==> src/rtl/asmd_cnt_unit_pkg.sv <==
// Shared types for the ASMD counter/flag unit.
// Provides the controller state encoding used by the top-level FSM.
// No ports: package only.
package asmd_pkg;

  // Codes are fixed so that external probes and older logic decode the same states.
  typedef enum logic [1:0] {
    S_IDLE = 2'b00,
    S_RUN  = 2'b01,
    S_DONE = 2'b11
  } state_e;

endpackage : asmd_pkg

==> src/rtl/asmd_cnt_unit_if.sv <==
// Bundles the control inputs and status outputs of asmd_cnt_unit.
// Ports: start_i/abort_i/auto_rearm_i/init_i from the master;
//        A_o/E_o/F_o/busy_o/done_o returned by the slave (the unit).
interface asmd_cnt_unit_if #(
  parameter int WIDTH = 4
) ();

  logic             start_i;
  logic             abort_i;
  logic             auto_rearm_i;
  logic [WIDTH-1:0] init_i;
  logic [WIDTH-1:0] A_o;
  logic             E_o;
  logic             F_o;
  logic             busy_o;
  logic             done_o;

  modport master (
    output start_i, abort_i, auto_rearm_i, init_i,
    input  A_o, E_o, F_o, busy_o, done_o
  );

  modport slave (
    input  start_i, abort_i, auto_rearm_i, init_i,
    output A_o, E_o, F_o, busy_o, done_o
  );

endinterface : asmd_cnt_unit_if

==> src/rtl/asmd_cnt_unit_dp.sv <==
// Datapath of the ASMD counter unit: counter A, flags E and F.
// Ports: clk_i/rst_b_i, control strobes ld_A/incr_A/ld_E/set_F/clr_F,
//        init_i load value, register outputs A/E/F, status stop_match/e_src.
module asmd_cnt_dp #(
  parameter int               WIDTH     = 4,
  parameter logic [WIDTH-1:0] STOP_MASK = 4'b1100,
  parameter int               E_BIT     = 2
) (
  input  logic             clk_i,
  input  logic             rst_b_i,
  input  logic             ld_A_i,
  input  logic             incr_A_i,
  input  logic             ld_E_i,
  input  logic             set_F_i,
  input  logic             clr_F_i,
  input  logic [WIDTH-1:0] init_i,
  output logic [WIDTH-1:0] A_o,
  output logic             E_o,
  output logic             F_o,
  output logic             stop_match_o,
  output logic             e_src_o
);

  logic [WIDTH-1:0] a_q, a_d;
  logic             e_q, e_d;
  logic             f_q, f_d;

  // Stop and E-source decode look at the current (pre-increment) A.
  assign stop_match_o = ((a_q & STOP_MASK) == STOP_MASK);
  assign e_src_o      = a_q[E_BIT];

  always_comb begin
    a_d = a_q;
    if (ld_A_i)        a_d = init_i;
    else if (incr_A_i) a_d = a_q + {{(WIDTH-1){1'b0}}, 1'b1};  // wraps silently
  end

  always_comb begin
    e_d = e_q;
    if (ld_E_i) e_d = e_src_o;
  end

  // Set and clear never coincide; clear wins if they ever did.
  always_comb begin
    f_d = f_q;
    if (clr_F_i)      f_d = 1'b0;
    else if (set_F_i) f_d = 1'b1;
  end

  always_ff @(posedge clk_i or negedge rst_b_i) begin
    if (!rst_b_i) begin
      a_q <= '0;
      e_q <= 1'b0;
      f_q <= 1'b0;
    end else begin
      a_q <= a_d;
      e_q <= e_d;
      f_q <= f_d;
    end
  end

  assign A_o = a_q;
  assign E_o = e_q;
  assign F_o = f_q;

endmodule : asmd_cnt_dp

==> src/rtl/asmd_cnt_unit.sv <==
// Counter/flag unit: controller FSM plus asmd_cnt_dp datapath.
// Ports: clk_i, rst_b_i (async, active-low), bus (slave modport) carrying
//        start/abort/auto_rearm/init in and A/E/F/busy/done out.
module asmd_cnt_unit
  import asmd_pkg::*;
#(
  parameter int               WIDTH     = 4,
  parameter logic [WIDTH-1:0] STOP_MASK = 4'b1100,
  parameter int               E_BIT     = 2
) (
  input  logic           clk_i,
  input  logic           rst_b_i,
  asmd_cnt_unit_if.slave bus
);

  state_e state_q, state_d;

  logic ld_A, incr_A, ld_E, set_F, clr_F;
  logic stop_match, e_src;
  logic busy_d, done_d;

  // State register.
  always_ff @(posedge clk_i or negedge rst_b_i) begin
    if (!rst_b_i) state_q <= S_IDLE;
    else          state_q <= state_d;
  end

  // Next-state logic. Abort outranks the stop test in RUN.
  always_comb begin
    state_d = state_q;
    case (state_q)
      S_IDLE: if (bus.start_i) state_d = S_RUN;
      S_RUN: begin
        if (bus.abort_i)   state_d = S_IDLE;
        else if (stop_match) state_d = S_DONE;
      end
      S_DONE: state_d = bus.auto_rearm_i ? S_RUN : S_IDLE;
      default: state_d = S_IDLE;
    endcase
  end

  // Control strobes (state + inputs) and Moore status (state only).
  always_comb begin
    ld_A   = 1'b0;
    incr_A = 1'b0;
    ld_E   = 1'b0;
    set_F  = 1'b0;
    clr_F  = 1'b0;
    busy_d = 1'b0;
    done_d = 1'b0;
    case (state_q)
      S_IDLE: begin
        if (bus.start_i) begin
          ld_A  = 1'b1;
          clr_F = 1'b1;
        end
      end
      S_RUN: begin
        busy_d = 1'b1;
        if (!bus.abort_i) begin
          incr_A = 1'b1;
          ld_E   = 1'b1;
        end
      end
      S_DONE: begin
        busy_d = 1'b1;
        done_d = 1'b1;
        set_F  = 1'b1;
        ld_A   = bus.auto_rearm_i;
      end
      default: ;
    endcase
  end

  asmd_cnt_dp #(
    .WIDTH    (WIDTH),
    .STOP_MASK(STOP_MASK),
    .E_BIT    (E_BIT)
  ) u_dp (
    .clk_i       (clk_i),
    .rst_b_i     (rst_b_i),
    .ld_A_i      (ld_A),
    .incr_A_i    (incr_A),
    .ld_E_i      (ld_E),
    .set_F_i     (set_F),
    .clr_F_i     (clr_F),
    .init_i      (bus.init_i),
    .A_o         (bus.A_o),
    .E_o         (bus.E_o),
    .F_o         (bus.F_o),
    .stop_match_o(stop_match),
    .e_src_o     (e_src)
  );

  assign bus.busy_o = busy_d;
  assign bus.done_o = done_d;

  // e_src is exposed by the datapath for observability; E is loaded inside it.
  logic unused_e_src;
  assign unused_e_src = e_src;

endmodule : asmd_cnt_unit

==> src/flat_wrapper.sv <==
// flat-port wrapper written by rule: the top's interface ports become plain ports
module asmd_cnt_unit_flat import asmd_pkg::*;
#(
  parameter int               WIDTH     = 4,
  parameter logic [WIDTH-1:0] STOP_MASK = 4'b1100,
  parameter int               E_BIT     = 2
)
  (clk_i, rst_b_i, bus_start_i, bus_abort_i, bus_auto_rearm_i, bus_init_i, bus_A_o, bus_E_o, bus_F_o, bus_busy_o, bus_done_o);
  asmd_cnt_unit_if #(.WIDTH(WIDTH)) bus_i ();
  input  logic clk_i;
  input  logic rst_b_i;
  input wire logic [$bits(bus_i.start_i)-1:0] bus_start_i;
  input wire logic [$bits(bus_i.abort_i)-1:0] bus_abort_i;
  input wire logic [$bits(bus_i.auto_rearm_i)-1:0] bus_auto_rearm_i;
  input wire logic [$bits(bus_i.init_i)-1:0] bus_init_i;
  output wire logic [$bits(bus_i.A_o)-1:0] bus_A_o;
  output wire logic [$bits(bus_i.E_o)-1:0] bus_E_o;
  output wire logic [$bits(bus_i.F_o)-1:0] bus_F_o;
  output wire logic [$bits(bus_i.busy_o)-1:0] bus_busy_o;
  output wire logic [$bits(bus_i.done_o)-1:0] bus_done_o;
  assign bus_i.start_i = bus_start_i;
  assign bus_i.abort_i = bus_abort_i;
  assign bus_i.auto_rearm_i = bus_auto_rearm_i;
  assign bus_i.init_i = bus_init_i;
  assign bus_A_o = bus_i.A_o;
  assign bus_E_o = bus_i.E_o;
  assign bus_F_o = bus_i.F_o;
  assign bus_busy_o = bus_i.busy_o;
  assign bus_done_o = bus_i.done_o;
  asmd_cnt_unit #(.WIDTH(WIDTH), .STOP_MASK(STOP_MASK), .E_BIT(E_BIT)) u_core (.clk_i(clk_i), .rst_b_i(rst_b_i), .bus(bus_i));
endmodule
==> config.mk <==
export PLATFORM = sky130hd
export DESIGN_NAME = asmd_cnt_unit_flat
export DESIGN_NICKNAME = d
export VERILOG_FILES = /design/src/rtl/asmd_cnt_unit_pkg.sv /design/src/rtl/asmd_cnt_unit_if.sv /design/src/rtl/asmd_cnt_unit_dp.sv /design/src/rtl/asmd_cnt_unit.sv /design/src/flat_wrapper.sv
export SDC_FILE = /design/constraint.sdc
export NUM_CORES = 1
export LEC_CHECK = 0
export BUFFER_PORTS_ARGS = -buffer_cell sky130_fd_sc_hd__buf_4
export CORE_AREA = 2 2 39 41
export CTS_CLUSTER_DIAMETER = 150
export DETAILED_ROUTE_END_ITERATION = 10
export DIE_AREA = 0 0 41 43
export SKIP_LAST_GASP = 1
export SLEW_MARGIN = 20
export SYNTH_ARGS = -nofsm -noshare
export SYNTH_HDL_FRONTEND = slang
export SYNTH_SLANG_ARGS = --single-unit
==> constraint.sdc <==
create_clock -name clk_i -period 4.4 [get_ports clk_i]
set_input_delay 0.44 -clock clk_i [delete_from_list [all_inputs] [get_ports clk_i]]
set_output_delay 0.44 -clock clk_i [all_outputs]
set_load 0.03 [all_outputs]
### Word level (Yosys, flattened, before mapping)

Index checks and enable logic that the tools add are counted.
Widths: inputs -> output; s select.

* reduce and logical (&&, ||, !) cells: 5
* equality and inequality tests: 5
* $add $sub $neg: 1
* muxes and demuxes: 16

Operator list (count)
* $mux 1: 9
* $mux 4: 2
* $mux 2: 3
* $pmux 2 s3: 1
* $add 4x1->4 const B: 1
* $eq 2x2->1 const B: 2
* $reduce_bool 2->1: 2
* $ne 3x2->1 const B: 1
* $eq 2x1->1 const B: 1
* $logic_not 2->1: 1
* $ne 2x2->1 const B: 1
* $pmux 1 s2: 1
* $reduce_and 2->1: 1
* $reduce_or 2->1: 1

* register bits after elaboration: 8
* logic and storage cells: 31
* input bits: 9
* output and inout port bits: 8

### Depth between registers and ports, before layout

Gate-level depths: netlist of the first run.

* depth in word-level cells: 4
* depth in mapped cells: 5
* mapped depth without buffers: 5

### Modules after synthesis

From an unflattened synthesis of the first run, not the netlist that was laid out.

* cell total of the unflattened synthesis: 47
* area total of the unflattened synthesis: 474.2 sq um

By module, submodules not included
* asmd_cnt_dp: seq. area each 150.1 sq um, area each 285.3 sq um, cells an instance 25, times used 1
* asmd_cnt_unit: seq. area each 50.0 sq um, area each 188.9 sq um, cells an instance 22, times used 1

### Worst setup path after synthesis of the first run

Ideal clock, no wire load.

* path type: register to output
* from: register u_core.state_q[0]
* to: output port bus_busy_o
* arrival: 1144 ps
* required time: 3960 ps
* slack: 2816 ps
* stages on the path, launching flop included: 3
* path through: dfrtp_1 ha_1 or2_2

* word-level cells in the longest chain between the ends: 3
* elaborated cells between the ends (all ways): 4
* those cells by class: 2 x eq/ne; 1 x mux; 1 x reduce/logical

Ends and longest elaborated chain
* start, declared: RTL line asmd_cnt_unit.sv:16 `state_e state_q, state_d;`
* start signal, assigned: RTL line asmd_cnt_unit.sv:25 `else state_q <= state_d;`
* $eq 2x2->1 / $eq 2x1->1 (equally long branches): RTL line asmd_cnt_unit.sv:51 `case (state_q)`
* $reduce_or 2->1 (no line) *
* $mux 1 *: RTL line asmd_cnt_unit.sv:51
* end, declared: RTL line flat_wrapper.sv:19 `output wire logic [$bits(bus_i.busy_o)-1:0] bus_busy_o;`

Mark *: on every way between the ends. The rest lies on a longest branch, timed or not.

### Final worst setup path of the first run

* from: register u_core.state_q[1]
* to: output port bus_busy_o

The elaborated chain is that of the path after synthesis.

==> results of run 1 <==
## state kept, by name (all words and copies together), names as in the netlist
name	count
u_core.u_dp.A_o	4
u_core.state_q	2
u_core.u_dp.E_o	1
u_core.u_dp.F_o	1
## layer usage
| metal | up-vias | GRT usage | part of all wire |
|---|---|---|---|
| met5 | - | 0 | 0 |
| met2 | 16 | 0.209 | 0.47 |
| li1 | 216 | - | - |
| met3 | 4 | 0.0314 | 0.071 |
| met4 | 0 | 0.100 | 0.023 |
| met1 | 199 | 0.195 | 0.43 |
## where the power goes
| group | internal [uW] | switching [uW] |
|---|---|---|
| combinational | 125 | 179 |
| sequential | 111 | 34.3 |
| clock | 31.2 | 24.5 |
## worst min path at each step
stage	endpoint	slack [ns]	depth (start not counted)
finish	u_core.u_dp.F_o$_DFFE_PN0P_	0.37	2
CTS	u_core.u_dp.F_o$_DFFE_PN0P_	0.38	2
global route	u_core.u_dp.F_o$_DFFE_PN0P_	0.38	2
floorplan	u_core.state_q[0]$_DFFE_PN0P_	0.14	0
detailed placement	u_core.u_dp.A_o[3]$_DFFE_PN0P_	0.27	1
global placement	u_core.u_dp.A_o[3]$_DFFE_PN0P_	0.26	1
## cells in the mapped netlist (all sizes together)
cell type,instances,area [sq um]
a211oi,1,7.51
a21oi,4,20.0
a22oi,1,7.51
a31oi,2,12.5
and2b,1,10.0
buf,1,7.51
dfrtp,8,200
ha,5,62.6
inv,2,7.51
nand2,6,22.5
nand2b,1,6.26
nand3,1,5.00
nand3b,1,7.51
nor2,2,7.51
nor2b,1,6.26
nor3,4,20.0
o21ai,2,10.0
o2bb2ai,1,8.76
or2,2,12.5
or3,1,6.26
or4,1,7.51
xnor2,1,8.76
xor2,1,8.76
## layout make-up
class                   instances  area [sq um]  share of cell area
repair buffers                 17           130               0.204
well taps                      16          20.0              0.0314
multi-input cells              39           258               0.404
flip-flops and latches          8           200               0.314
clock buffers                   3          22.5              0.0353
inverters                       2          7.51              0.0118
## through the flow
stage / worst slack (ns) / hold WS, ns / std cells / total power, uW / utilization
2_1_floorplan: 2.82 / 0.144 / 50 / 361 / -
3_3_place_gp: 2.85 / 0.264 / 81 / 452 / 0.438
3_5_place_dp: 2.80 / 0.266 / 81 / 451 / 0.438
4_1_cts: 2.53 / 0.377 / 85 / 510 / 0.461
5_1_grt: 2.45 / 0.379 / 85 / 549 / 0.461
6_report: 2.53 / 0.375 / 85 / 505 / 0.461
## kinds of logic after synthesis
group	Yosys count	synth area share
compound gates	11	0.140
xor+xnor	2	0.0370
buf+inv	3	0.0318
simple gates	21	0.235
flops	8	0.423
fa+ha+maj	5	0.132
## critical path, cell delays in order (launching register included)
cell and delay [ns]:
dfrtp_1 0.39, inv_1 0.09, ha_1 0.23, or2_2 0.30, buf_4 0.17
==> summary.md, run 1 <==
| Metric | Value |
|---|---|
| Syn_nets | `64` |
| DP HPWL | `approximately 790 um` |
| Area added between synthesis and finish | `34.9%` |
| Worst slew pin tran | `between 0.3 and 0.4 ns` |
| Power density over the cells | `roughly 790 nW/um^2` |
| Die W | `~41 um` |
| Slew margin rel. | `0.754` |
| All-layer global routing usage | `0.149` |
| Hold Path Origin | `bus_start_i` |
| Worst r2r src | `u_core.state_q[1]$_DFFE_PN0P_` |
| CTS Buf Count | `3` |
| RePlAce Congestion | `about 0.73` |
| Worst-Skew Late Latency | `about 0.25 ns` |
| Commonest non-fill, non-tap cell in the layout | `buf_4` |
| Synth unique cells | `24` |
| Fillers | `approximately 130` |
| H-Tree Depth | `1` |
| Vias in the first global route | `433` |
| CP Max Fanout | `4` |
| Arr. time, crit path | `between 1 and 1.5 ns` |
| Largest net degree at the start of global routing | `9` |
| Fmax | `around 0.53 GHz` |
| Total gr overflow | `0` |
| Critical path startpoint | `u_core.state_q[1]$_DFFE_PN0P_` |
| Root buffer cell | `clkbuf_4` |
| Clk buf depth | `2` |
| CTS tree | `done` |
| Final ANT Viol Nets | `0` |
| Via density | `5.12` |
| Area of the core | `around 1400 sq um` |
| Share of cells above drive strength 1 | `0.304` |
| Crit. End Element | `output port` |
| Ant diodes | `0` |
| Hold buffers post-CTS | `1` |
| Post-route cell area | `638 sq um` |
| Status | `finished clean` |
| Final Hold Viols | `0` |
| Global-route wire length before repair | `1740 um` |
| Fin crit share | `0.426` |
| Post-CTS Setup Inserts | `0` |
| 1st-pass router iterations | `4` |
| Full die area | `1760 sq um` |
| Total number of vias | `around 440` |
| Initial drt markers | `11` |
| FF-to-FF End | `u_core.state_q[1]$_DFFE_PN0P_` |
| Required time worst endpoint | `between 3 and 4 ns` |
| Final layout net count | `85` |
| Timing endpoint of the critical path | `bus_busy_o` |
| Worst R2R Path Depth | `5` |
| Most frequent cells in the layout | `buf_4 (16), dfrtp_1 (8), nand2_1 (6), ha_1 (5)` |
| # rows | `14` |
| Initial Util | `0.342` |
| Ys Warns | `0` |
| Synthesized netlist cell count | `50` |
| DP Area | `606 sq um` |
| Post-Syn Area | `roughly 470 sq um` |
| Initial antenna violation count | `0` |
| Seq/Total Area, Yosys | `0.423` |
| Number of gates resized after cts | `0` |
| HP Class | `in2reg` |
| I/O pin count | `17` |
| Yosys reg bits | `8` |
| Max Cap Violations | `0` |
| Clk_skew | `about 0.0019 ns` |
| Kind of start point of the critical path | `flop` |
| Leakage dissipation | `0.000299 uW` |
| Setup Total Neg Slack | `0 ns` |
| Maximum vdd drop | `a little under 0.3 mV` |
| Routed wire length | `1020 um` |
| Residual DRC | `0` |
| Setup Crit Path Kind | `reg2out` |
| Slew Limit Fails | `0` |
| Num Clock Sinks | `8` |
| Min cycle time layout | `approximately 1.9 ns` |
| Reg2reg setup slack | `2.82 ns` |
| Die Y | `43 um` |
| Post-synthesis area per instance | `around 9.5 sq um` |
| RSZ-0062 raised after global routing | `no` |
| Setup Viol. Count Final | `0` |
| Clock Pin Slew Worst Setup and Hold Paths | `~0.05 ns` |
| Drt wl/cell | `around 12 um` |
| Port buffer count | `16` |
No activity file was read; power rests on OpenSTA's default activity.
==> inputs of run 2 (changes only) <==
==> constraint.sdc (replaced) <==
create_clock -name clk_i -period 2 [get_ports clk_i]
set_input_delay 0.2 -clock clk_i [delete_from_list [all_inputs] [get_ports clk_i]]
set_output_delay 0.2 -clock clk_i [all_outputs]
set_load 0.03 [all_outputs]
==> summary.md, run 2 (same netlist as run 1, synthesis figures left out) <==
| Metric | Value |
|---|---|
| Area of the core | `approximately 1400 sq um` |
| Power density over the cells | `between 1500 and 2000 nW/um^2` |
| Worst r2r src | `u_core.state_q[1]$_DFFE_PN0P_` |
| Most frequent cells in the layout | `buf_4 (16), dfrtp_1 (8), nand2_1 (6), ha_1 (5)` |
| Initial Util | `0.342` |
| Full die area | `~1800 sq um` |
| Die W | `~41 um` |
| Port buffer count | `16` |
| RSZ-0062 raised after global routing | `no` |
| FF/Latch Area | `approximately 200 sq um` |
| Number of gates resized after cts | `0` |
| Total stage count of the critical path | `4` |
| Clk buf depth | `2` |
| CP Buf/Inv Count | `2` |
| Multi-input logic area | `about 260 sq um` |
| Root buffer cell | `clkbuf_4` |
| All-layer global routing usage | `0.162` |
| CTS tree | `done` |
| Hold Path Origin | `bus_start_i` |
| Final layout net count | `85` |
| Total gr overflow | `0` |
| Crit path cell chain | `inv_1 -> ha_1 -> or2_2 -> buf_4` |
| Setup Total Neg Slack | `0 ns` |
| Fillers | `about 140` |
| Setup Crit Path Kind | `reg2out` |
| Kind of start point of the critical path | `flop` |
| Hold worst-path end | `u_core.u_dp.F_o$_DFFE_PN0P_` |
| Clock Pin Slew Worst Setup and Hold Paths | `about 0.06 ns` |
| Worst slew pin tran | `between 0.3 and 0.4 ns` |
| Slew margin rel. | `0.761` |
| Fin crit share | `0.816` |
| # rows | `14` |
| Reg2reg setup slack | `around 0.46 ns` |
| Max Cap Violations | `0` |
| Commonest non-fill, non-tap cell in the layout | `buf_4` |
| Clk_skew | `~0.0028 ns` |
| FF-to-FF End | `u_core.state_q[1]$_DFFE_PN0P_` |
| DP HPWL | `between 800 and 900 um` |
| Leakage dissipation | `about 0.00030 uW` |
| Initial drt markers | `9` |
| 1st-pass router iterations | `2` |
| CP max stage delay | `0.39 ns` |
| Final ANT Viol Nets | `0` |
| Via density | `approximately 5.0` |
| Residual DRC | `0` |
| Share of cells above drive strength 1 | `0.304` |
| Fmax | `0.613 GHz` |
| Arr. time, crit path | `~1.4 ns` |
| Required time worst endpoint | `between 1.5 and 2 ns` |
| CTS Buf Count | `3` |
| Maximum vdd drop | `a little over 0.6 mV` |
| CP Max Fanout | `4` |
| Total number of vias | `around 420` |
| Total placed cells including tap cells | `81` |
| Final Power | `approximately 1100 uW` |
| Crit. End Element | `output port` |
| Number of cells on the worst hold path | `2` |
| Routed wire length | `approximately 1000 um` |
| Die Y | `about 43 um` |
| Num Clock Sinks | `8` |
| Largest net degree at the start of global routing | `9` |
| Area added between synthesis and finish | `34.9%` |
| Non-Filler Instances | `85` |
| Worst R2R Path Depth | `5` |
| I/O pin count | `17` |
| Post-CTS Setup Inserts | `0` |
| RePlAce Congestion | `just over 0.7` |
| Worst path top cell family by delay | `flip-flops` |
| H-Tree Depth | `1` |
| Worst-Skew Late Latency | `roughly 0.26 ns` |
| HP Class | `in2reg` |
| Slew Limit Fails | `0` |
| Status | `finished clean` |
| Ant diodes | `0` |
| Drt wl/cell | `roughly 12 um` |
| Critical-path top delay cell | `dfrtp_1` |
| Final Util | `0.461` |
| Global-route wire length before repair | `~1900 um` |
| Final Hold Viols | `0` |
| Setup Viol. Count Final | `0` |
| Min cycle time layout | `between 1.5 and 2 ns` |
| Vias in the first global route | `428` |
| Max FFs per register | `4` |
| Initial antenna violation count | `0` |
run 2: layout make-up:
class,count,area share
flip-flops and latches,8,0.314
clock buffers,3,0.0353
well taps,16,0.0314
inverters,2,0.0118
multi-input cells,39,0.404
repair buffers,17,0.204
run 2: worst max path at each step:
stage	startpoint	to	slack [ns]
final	u_core.state_q[1]$_DFFE_PN0P_	bus_busy_o	0.37
after global placement	u_core.state_q[1]$_DFFE_PN0P_	u_core.state_q[1]$_DFFE_PN0P_	0.46
after CTS	u_core.state_q[1]$_DFFE_PN0P_	bus_busy_o	0.34
after floorplan	u_core.state_q[0]$_DFFE_PN0P_	u_core.u_dp.A_o[3]$_DFFE_PN0P_	0.56
after detailed placement	u_core.state_q[1]$_DFFE_PN0P_	u_core.state_q[1]$_DFFE_PN0P_	0.45
after global routing	u_core.state_q[1]$_DFFE_PN0P_	bus_busy_o	0.24
run 2: power breakdown:
group	internal, uW	switching, uW
logic	274	386
registers	244	78.5
clock network	68.8	57.3
total	586	522
run 2: what timing repair did:
item / 4_1_cts / 5_1_grt
endpoints found under the setup margin: 0 / 0
hold endpoints to repair: 8 / 0
hold buffers: 1 / 0
run 2: per-stage QoR:
stage	setup slack, ns	instance area (sq um)	hold slack, ns
floorplan	0.562	473	-0.0956
global placement	0.456	606	0.0289
detailed placement	0.450	606	0.0276
CTS	0.345	638	0.126
global route	0.244	638	0.138
finish	0.368	638	0.133
run 2: routing by layer:
metal	GRT usage	part of all wire
met3	0.0314	0.056
met1	0.219	0.45
met4	0.120	0.034
met5	0	0
met2	0.219	0.46
==> inputs of run 3 (changes only) <==
==> constraint.sdc (replaced) <==
create_clock -name clk_i -period 1.4 [get_ports clk_i]
set_input_delay 0.14 -clock clk_i [delete_from_list [all_inputs] [get_ports clk_i]]
set_output_delay 0.14 -clock clk_i [all_outputs]
set_load 0.03 [all_outputs]
==> summary.md, run 3 (same netlist as run 1, synthesis figures left out) <==
| Metric | Value |
|---|---|
| Clock Pin Slew Worst Setup and Hold Paths | `0.06 ns` |
| Worst-Skew Late Latency | `0.26 ns` |
| Ant diodes | `0` |
| Most frequent cells in the layout | `buf_4 (21), dfrtp_1 (7), nand2_1 (6), a21oi_1 (4), buf_6 (4)` |
| Final ANT Viol Nets | `0` |
| Final Util | `0.558` |
| Num Clock Sinks | `8` |
| Routed wire length | `approximately 1200 um` |
| Maximum vdd drop | `roughly 1.2 mV` |
| Global-route wire length before repair | `between 2000 and 2500 um` |
| Max FFs per register | `4` |
| Power density over the cells | `roughly 2500 nW/um^2` |
| Root buffer cell | `clkbuf_4` |
| RSZ-0062 raised after global routing | `yes` |
| Total placed cells including tap cells | `roughly 90` |
| Flop pwr share | `0.240` |
| DP HPWL | `a little under 900 um` |
| Min cycle time layout | `about 1.5 ns` |
| Setup Viol. Count Final | `2` |
| Combinational Power Share | `0.665` |
| Area of the core | `roughly 1400 sq um` |
| Internal power | `between 1000 and 1500 uW` |
| Slew margin rel. | `0.849` |
| Largest net degree at the start of global routing | `9` |
| Initial Util | `0.342` |
| Final Hold Viols | `0` |
| Initial drt markers | `6` |
| Multi-input logic area | `308 sq um` |
| Share of cells above drive strength 1 | `0.513` |
| Max Cap Violations | `0` |
| Port buffer count | `16` |
| Fmax | `between 0.6 and 0.7 GHz` |
| Drt wl/cell | `12.2 um` |
| Status | `complete, but fails checks` |
| GRT met1 Usage | `0.268` |
| All-layer global routing usage | `0.176` |
| RePlAce Congestion | `~0.74` |
| Vias in the first global route | `~470` |
| Non-Filler Instances | `between 90 and 100` |
| Final layout net count | `94` |
| Die Y | `approximately 43 um` |
| Residual DRC | `0` |
| CP Max Fanout | `3` |
| Total number of vias | `around 470` |
| CTS tree | `done` |
| Via density | `4.99` |
| HP Class | `in2reg` |
| Arr. time, crit path | `around 1.4 ns` |
| Fillers | `around 130` |
| Switch share | `0.442` |
| Total gr overflow | `0` |
| Clk_skew | `approximately 0.00023 ns` |
| Kind of start point of the critical path | `flop` |
| Fin crit share | `1.06` |
| Worst slew pin tran | `between 0.2 and 0.25 ns` |
| CTS Buf Count | `3` |
| Final Power | `between 1500 and 2000 uW` |
| # rows | `14` |
| Clk buf depth | `2` |
| Grt met2 use | `0.225` |
| 1st-pass router iterations | `2` |
| Failing checks | `negative setup slack` |
| Slew Limit Fails | `0` |
| Net switching power | `862 uW` |
| H-Tree Depth | `1` |
| I/O pin count | `17` |
| Setup Total Neg Slack | `-0.137 ns` |
| Die W | `between 40 and 50 um` |
| Area added between synthesis and finish | `63.2%` |
| Busiest layer in global routing | `met1` |
| Full die area | `between 1500 and 2000 sq um` |
| FF/Latch Area | `201 sq um` |
| Commonest non-fill, non-tap cell in the layout | `buf_4` |
| Setup Crit Path Kind | `reg2out` |
| Crit. End Element | `output port` |
| Required time worst endpoint | `around 1.3 ns` |
| Leakage dissipation | `0.000353 uW` |
| Met3 GRT Util | `0.0314` |
| Clock power share | `0.095` |
| PnR worst setup slack | `-0.0901 ns` |
| Initial antenna violation count | `0` |
[run 3: final cells by class]
type,instances,area share
Inverter,2,0.00972
Multi-Input combinational cell,39,0.399
Tap cell,16,0.0259
Timing Repair Buffer,26,0.276
Clock buffer,3,0.0292
Sequential cell,8,0.261
[run 3: worst paths after layout]
path,to,cells past startpoint,slack [ns],startpoint
min in group asynchronous,u_core.u_dp.A_o[1]$_DFFE_PN0P_,2,0.24,rst_b_i
max in group asynchronous,u_core.state_q[0]$_DFFE_PN0P_,2,1.01,rst_b_i
min,u_core.u_dp.F_o$_DFFE_PN0P_,2,0.08,bus_start_i
max,bus_busy_o,4,-0.09,u_core.state_q[0]$_DFFE_PN0P_
max reg2reg,u_core.state_q[1]$_DFFE_PN0P_,6,-0.05,u_core.state_q[1]$_DFFE_PN0P_
min reg2reg,u_core.u_dp.E_o$_DFFE_PN0P_,2,0.47,u_core.u_dp.E_o$_DFFE_PN0P_
[run 3: power groups by stage]
| stage | Combinational (uW) | Clock, uW | Sequential, uW |
|---|---|---|---|
| 4_1_cts | 1260 | 189 | 460 |
| 3_3_place_gp | 1090 | 0 | 451 |
| 5_1_grt | 1430 | 208 | 487 |
| 6_report | 1300 | 184 | 468 |
| 3_5_place_dp | 1100 | 0 | 454 |
| 2_1_floorplan | 562 | 0 | 583 |
[run 3: repair_timing]
item | 4_1_cts | 5_1_grt
hold buffers | 1 | 0
resized for setup | 11 | 7
cloned | 0 | 0
setup endpoints to repair | 4 | 8
setup buffers | 2 | 0
pin swaps | 2 | 5
hold endpoints to repair | 8 | 0
[run 3: critical path: stages, from the launching register on]
cell,delay [ns]
dfrtp_2,0.44
ha_4,0.17
buf_6,0.11
or2_4,0.23
buf_6,0.13
[run 3: metrics by stage]
stage	hold slack, ns	worst slack (ns)	instance area, sq um
floorplan	-0.156	0.000646	478
global placement	-0.0328	0.00432	663
detailed placement	-0.0316	-0.0431	663
CTS	0.0783	-0.0871	756
global route	0.0804	-0.137	772
finish	0.0782	-0.0901	772
[run 3: routing by layer]
metal | part of all wire | routed length (um)
met1 | 0.45 | 523
met2 | 0.47 | 540
met3 | 0.052 | 60
met4 | 0.022 | 25
met5 | 0 | 0
